### config.mk
export PLATFORM = sky130hd
export DESIGN_NAME = mux_arbiter
export DESIGN_NICKNAME = d
export VERILOG_FILES = /design/src/rtl/mux_arb_pkg.sv /design/src/rtl/mux_arb_pick.sv /design/src/rtl/mux_arbiter.sv
export SDC_FILE = /design/constraint.sdc
export NUM_CORES = 1
export LEC_CHECK = 0
export ABC_AREA = 0
export CAP_MARGIN = 25
export CORE_MARGIN = 4
export CORE_UTILIZATION = 38
export DETAILED_ROUTE_END_ITERATION = 8
export MAX_ROUTING_LAYER = met4
export PLACE_DENSITY = 0.79
export SYNTH_ARGS = -nofsm -noshare
export SYNTH_HDL_FRONTEND = slang
export SYNTH_SLANG_ARGS = --single-unit
### constraint.sdc
create_clock -name clk -period 1.7 [get_ports clk]
set_input_delay 0.425 -clock clk [delete_from_list [all_inputs] [get_ports clk]]
set_output_delay 0.425 -clock clk [all_outputs]
set_load 0.02 [all_outputs]
### src/rtl/mux_arb_pkg.sv
// mux_arb_pkg: shared FSM state type, select encodings and stats width for mux_arbiter.
package mux_arb_pkg;
  typedef enum logic [1:0] {IDLE, OWN0, OWN1} state_t;
  localparam logic SEL_REQ0 = 1'b0;
  localparam logic SEL_REQ1 = 1'b1;
  localparam int STAT_W = 16;
endpackage

### src/rtl/mux_arb_pick.sv
// mux_arb_pick: combinational round-robin winner picker with bounded burst ownership.
module mux_arb_pick
  import mux_arb_pkg::*;
#(
  parameter int MAX_BURST = 4,
  parameter int CNT_W = 4
) (
  input  logic [1:0]       req_valid,
  input  state_t           state,
  input  logic [CNT_W-1:0] burst_cnt,
  input  logic             last_grant,
  output logic             winner,
  output logic             grant_valid
);
  logic own, keep;
  assign own = (state == OWN1) ? SEL_REQ1 : SEL_REQ0;
  // The owner keeps the grant until its burst is used up, unless nobody else wants it.
  assign keep = req_valid[own] && (burst_cnt < CNT_W'(MAX_BURST) || !req_valid[~own]);
  assign grant_valid = (state == IDLE) ? |req_valid : (keep || req_valid[~own]);
  assign winner = (state == IDLE) ? (&req_valid ? ~last_grant : req_valid[1]) : (keep ? own : ~own);
endmodule

### src/rtl/mux_arbiter.sv
// mux_arbiter: round-robin burst arbiter driving a 2:1 mux select and a registered valid/ready output.
// Optional grant statistics ports are enabled with `define MUX_ARB_STATS_EN.
module mux_arbiter
  import mux_arb_pkg::*;
#(
  parameter int DATA_W = 8,
  parameter int MAX_BURST = 4,
  parameter int CNT_W = 4
) (
  input  logic              clk,
  input  logic              rst_n,
  input  logic [1:0]        req_valid,
  input  logic [DATA_W-1:0] req_data0,
  input  logic [DATA_W-1:0] req_data1,
  output logic [1:0]        req_ready,
  output logic              out_valid,
  output logic [DATA_W-1:0] out_data,
  input  logic              out_ready,
  output logic              sel,
  output logic [1:0]        owner
`ifdef MUX_ARB_STATS_EN
  ,
  output logic [STAT_W-1:0] grant_cnt0,
  output logic [STAT_W-1:0] grant_cnt1
`endif
);
  state_t state, state_d;
  logic [CNT_W-1:0] burst_cnt, cnt_d;
  logic last_grant, last_d, sel_q, winner, grant_valid, grant, load_en;

  assign load_en = !out_valid || out_ready;

  mux_arb_pick #(.MAX_BURST(MAX_BURST), .CNT_W(CNT_W)) u_pick (
    .req_valid  (req_valid),
    .state      (state),
    .burst_cnt  (burst_cnt),
    .last_grant (last_grant),
    .winner     (winner),
    .grant_valid(grant_valid)
  );

  assign grant = grant_valid && load_en;
  assign req_ready = grant ? ((winner == SEL_REQ1) ? 2'b10 : 2'b01) : 2'b00;
  assign sel = grant ? winner : sel_q;
  assign owner = {state == OWN1, state == OWN0};

  always_comb begin
    state_d = state;
    cnt_d = burst_cnt;
    last_d = last_grant;
    if (load_en) begin
      state_d = !grant ? IDLE : (winner ? OWN1 : OWN0);
      cnt_d = !grant ? '0 : (state_d == state && burst_cnt < CNT_W'(MAX_BURST)) ? burst_cnt + 1'b1 : CNT_W'(1);
      last_d = grant ? winner : last_grant;
    end
  end

  always_ff @(posedge clk or negedge rst_n) begin
    if (!rst_n) begin
      state <= IDLE;
      burst_cnt <= '0;
      last_grant <= 1'b1;
      sel_q <= SEL_REQ0;
      out_valid <= 1'b0;
      out_data <= '0;
    end else begin
      state <= state_d;
      burst_cnt <= cnt_d;
      last_grant <= last_d;
      sel_q <= sel;
      if (load_en) begin
        out_valid <= grant;
        if (grant) out_data <= winner ? req_data1 : req_data0;
      end
    end
  end

`ifdef MUX_ARB_STATS_EN
  always_ff @(posedge clk or negedge rst_n) begin
    if (!rst_n) begin
      grant_cnt0 <= '0;
      grant_cnt1 <= '0;
    end else begin
      if (req_ready[0] && grant_cnt0 != '1) grant_cnt0 <= grant_cnt0 + 1'b1;
      if (req_ready[1] && grant_cnt1 != '1) grant_cnt1 <= grant_cnt1 + 1'b1;
    end
  end
`endif
endmodule

# == Yosys cells after proc, flatten, opt, wreduce, memory -nomap -nowiden ==
# Index checks and enable logic that the tools add are counted.
# word_totals
ff_bits,17
inputBits,21
out_inout_bits,14
# op_classes
addsub,1
eq_ne,3
n_bitwise,2
magnitude_cmp,3
n_reduce_logical,12
mux,15
# op_table
operator,count
1-bit two-way mux,10
4-bit two-way mux,2
8-bit two-way mux,1
"4-bit by 1-bit adder with 4-bit output, second input constant",1
"1-bit by 2-bit < comparator with 1-bit output, second input constant",2
"4-bit by 3-bit < comparator with 1-bit output, second input constant",1
2-bit two-way mux,2
2-bit AND reduction,2
1-bit logical AND,3
1-bit logical OR,3
"2-bit by 1-bit == test with 1-bit output, second input constant",1
2-bit == test,1
"2-bit == test, second input constant",1
1-bit zero test,2
2-bit zero test,1
1-bit NOT,2
2-bit OR reduction,1

# == Longest topological paths before layout ==
# Gate-level depths: netlist (run 1).
# logic_depth
ltp_word,16
ltp_mapped,7

# == Hierarchy ==
# From an unflattened synthesis (run 1), not the netlist that was laid out.
# hier_totals
hier_cells,78
area_unflattened_um2,839.6
# by_module_without_submodules
mod,seq_area_each_um2,area_each_um2,cells_each,n_inst
mux_arbiter,426.7,798.3,71,1
mux_arb_pick,0.0,41.3,7,1

# == Worst setup path after synthesis (run 1) ==
# OpenSTA, ideal clock, no wires.
# synth_path
kind,reg-to-output
from,register out_valid
to,output sel
slack_ns,-0.423
arrival_ns,1.698
path_stages_with_launch,6
path_buffers,2
path_cell_list,dfrtp_1 > nor2b_1 > buf_2 > or2_2 > clkbuf_1 > o21ai_0
# synth_between
elab_chain_cells,4
# synth_lines
element,line_no,text
from (decl),mux_arbiter.sv:16,"output logic out_valid,"
from (signal assigned),mux_arbiter.sv:72,out_valid <= grant;
1-bit zero test,mux_arbiter.sv:31,assign load_en = !out_valid || out_ready;
1-bit logical OR,mux_arbiter.sv:31,
1-bit logical AND,mux_arbiter.sv:42,assign grant = grant_valid && load_en;
1-bit two-way mux,mux_arbiter.sv:44,assign sel = grant ? winner : sel_q;
to (decl),mux_arbiter.sv:19,"output logic sel,"
# Every way passes these cells.

# == Worst setup path in the final report (run 1) ==
# layout_path
from,register last_grant
to,output req_ready[0]
# layout_between
elab_chain_cells,5
# layout_lines
element,line_no,text
from (decl),mux_arbiter.sv:29,"logic last_grant, last_d, sel_q, winner, grant_valid, grant, load_en;"
from (signal assigned),mux_arbiter.sv:69,last_grant <= last_d;
1-bit NOT,mux_arb_pick.sv:20,assign winner = (state == IDLE) ? (&req_valid ? ~last_grant : req_valid[1]) : (keep ? own : ~own);
1-bit two-way mux (2 in series),mux_arb_pick.sv:20,
2-bit two-way mux (2 in series),mux_arbiter.sv:43,assign req_ready = grant ? ((winner == SEL_REQ1) ? 2'b10 : 2'b01) : 2'b00;
to (decl),mux_arbiter.sv:15,"output logic [1:0] req_ready,"
# Every way passes these cells.

==> impl_results.md, run 1 <==
- DR pass1 iterations: 4
- Final GP Congestion: 0.852
- Crit path capture type: output port
- Mapped cell area: about 900 um2
- Gr ovfl total: 0
- Critical Path RT: 1.27 ns
- Sink Count: 17
- Hold Path Class: input port to async pin
- Distinct cells, synth: 28
- Placed cell area: around 0.0014 mm2
- PD cells: 987 mW/mm2
- Via count: roughly 900
- Setup-failing EPs final: 3
- Syn_area_per_cell: 9.81 um2
- ANT nets after route: 0
- Final Cell Area: 0.00148 mm2
- Fmax: 493 MHz
- NumNets Final: 166
- Die height: around 57 um
- Final Hold Viols: 0
- GRT Util Overall: 0.165
- Yosys warning total: 0
- Antenna diode count: 0
- Failing checks: setup timing
- Share of layout cells above drive strength 1: 0.350
- Later-pin clock latency in the skew report: 0.29 ns
- Slew headroom: 0.792
- Largest net degree at the start of global routing: 19
- Core Box Area: ~0.0022 mm2
- P&R area growth vs syn: 64.1%
- Initial core utilization: 0.404
- Post-DP HPWL: about 1.9 mm
- Flop-to-flop setup slack: 0.16 ns
- Reg2reg end: out_data[2]
- Initial antenna violation count: 0
- Clock slew at reported path FFs: 0.11 ns
- Setup CP Type: register to output port
- CP arrival: approximately 1.6 ns
- Routed len/inst: ~15 um
- Worst R2R Start: last_grant
- Vias in the first global route: between 900 and 1,000
- Worst-Margin Slew: between 0.3 and 0.4 ns
- Die Width: 56.7 um
- FP Rows: 17
- Detailed Route WL: 2.52 mm
- Sequential-to-total area share from yosys stat: 0.473
- 1st-iter DRT viols: 23
- Syn nets: 114
- Mapped Cells: 92
- Clk_skew: 0.00605 ns
- Outcome: complete, but fails checks
- Vias/cell: 5.29
- Hold WS: approximately 0.43 ns
- Crit start category: register
- I/O pins: 35
- #FFs+latches synth: 17
- Residual DRC: 0
- Max cap viols: 0
- Hold-fix buffers at CTS: 0
- Port buffer count: 34
- Final Cycle Share: 1.19
- CTS tree: built
- First-pass GRT wire length: 4.06 mm
- Period minus WS final: 2.03 ns
- Num CTS Buffers: 3
- VDD IR max: ~700 uV
- Final-report max-slew violation count: 0
- Clock root cell: clkbuf_4
- CP Max Fanout: 3
- Setup ws final: -0.330 ns
- Htree depth: 1
- Unrepaired setup endpoints after global routing: true
- Pleak: a little over 0.0007 uW
- Die Area: between 0.003 and 0.004 mm2
- Register-to-Register Path Depth: 5
- Max Root-Sink Buffers: 2
==> where the power goes <==
| group | internal, uW | switching [uW] | total, uW |
|---|---|---|---|
| Combinational | 344 | 352 | 696 |
| Clock | 91.1 | 130 | 221 |
| Sequential | 489 | 54.4 | 543 |
==> Yosys cell counts (all sizes together) <==
cell type,count,area (um2)
a21o,1,7.51
clkbuf,2,7.51
a21oi,1,5.00
a2111o,1,11.3
o211ai,8,100
dfstp,1,26.3
o21ai,4,20.0
nor2b,2,12.5
buf,5,40.0
dfrtp,16,400
inv,3,11.3
ha,1,12.5
and2,2,15.0
nor2,7,28.8
nand3b,2,15.0
nor3b,1,7.51
nand2,21,78.8
nand4,8,50.1
a21boi,1,7.51
or2,1,6.26
nand2b,1,6.26
o22ai,1,12.5
a32o,2,20.0
==> state kept, by name, summed over array words and instances (netlist names) <==
register and count:
out_data 8, burst_cnt 4, state 2, last_grant 1, out_valid 1, sel_q 1
==> cells by family after synthesis <==
family                     share of synthesized area
DFF                                            0.473
AOI/OAI and AO/OA                              0.204
and+or+nand+nor                                0.244
adders and majority gates                     0.0139
buffers and inverters                         0.0652
==> how the worst max path moves through the flow <==
| stage | end | cells past startpoint | startpoint |
|---|---|---|---|
| finish | req_ready[0] | 5 | last_grant |
| global route | req_ready[0] | 5 | burst_cnt[3] |
| CTS | req_ready[0] | 5 | last_grant |
| detailed placement | req_ready[0] | 6 | req_valid[0] |
| global placement | req_ready[0] | 6 | req_valid[0] |
| floorplan | req_ready[0] | 6 | last_grant |
==> layout by cell type, fill, tap and decap left out, types with 3 or more instances in the layout <==
cell / count
buf_6: 5
dfrtp_1: 16
o211ai_2: 8
dlymetal6s2s_1: 5
nor2_2: 4
nand4_1: 8
clkbuf_4: 3
buf_4: 18
dlygate4sd2_1: 5
inv_1: 3
nand2_1: 19
clkdlybuf4s50_1: 19
==> per-layer routing <==
layer / routed length [um] / vias up / GRT usage
li1: - / 424 / -
met1: 1050 / 448 / 0.190
met2: 1340 / 28 / 0.289
met3: 102 / 4 / 0.0207
met4: 29 / 0 / 0.0610
met5: 0 / - / -
==> critical path, cell delays in order (launching register included) <==
cell and delay, ns:
dfstp_2 0.55, nor2_2 0.04, a2111o_1 0.35, and2_4 0.18, nor2_4 0.08, buf_6 0.12
==> timing repair <==
item                                   4_1_cts  5_1_grt
setup endpoints to repair                   10       13
endpoints found under the hold margin        0        0
gates resized for setup                     31       13
pin swaps                                    6        4
setup buffers                                1        1
==> area by class of cell <==
type / count / area (um2)
clock buffers: 4 / 26.3
fillers: 180 / 753
inverters: 3 / 11.3
multi-input cells: 65 / 468
flip-flops and latches: 17 / 427
well taps: 28 / 35.0
repair buffers: 54 / 513
==> through the flow <==
step,utilization,power [uW],std cells,setup TNS [ns],worst slack [ns]
after floorplan,-,927,92,-0.323,-0.118
after CTS,0.647,1450,170,-1.26,-0.444
final,0.663,1460,171,-0.929,-0.330
after detailed placement,0.633,1240,165,-6.56,-0.977
after global routing,0.663,1550,171,-1.20,-0.416
after global placement,0.633,1220,165,-5.90,-0.957
Note: power is estimated with default switching activity, not from simulation.
==> inputs of run 2 (changes only) <==
Settings changed: CAP_MARGIN 25 to default.
==> results of run 2 <==
Same layout as run 1: the final DEF is identical, and so are final timing and power.
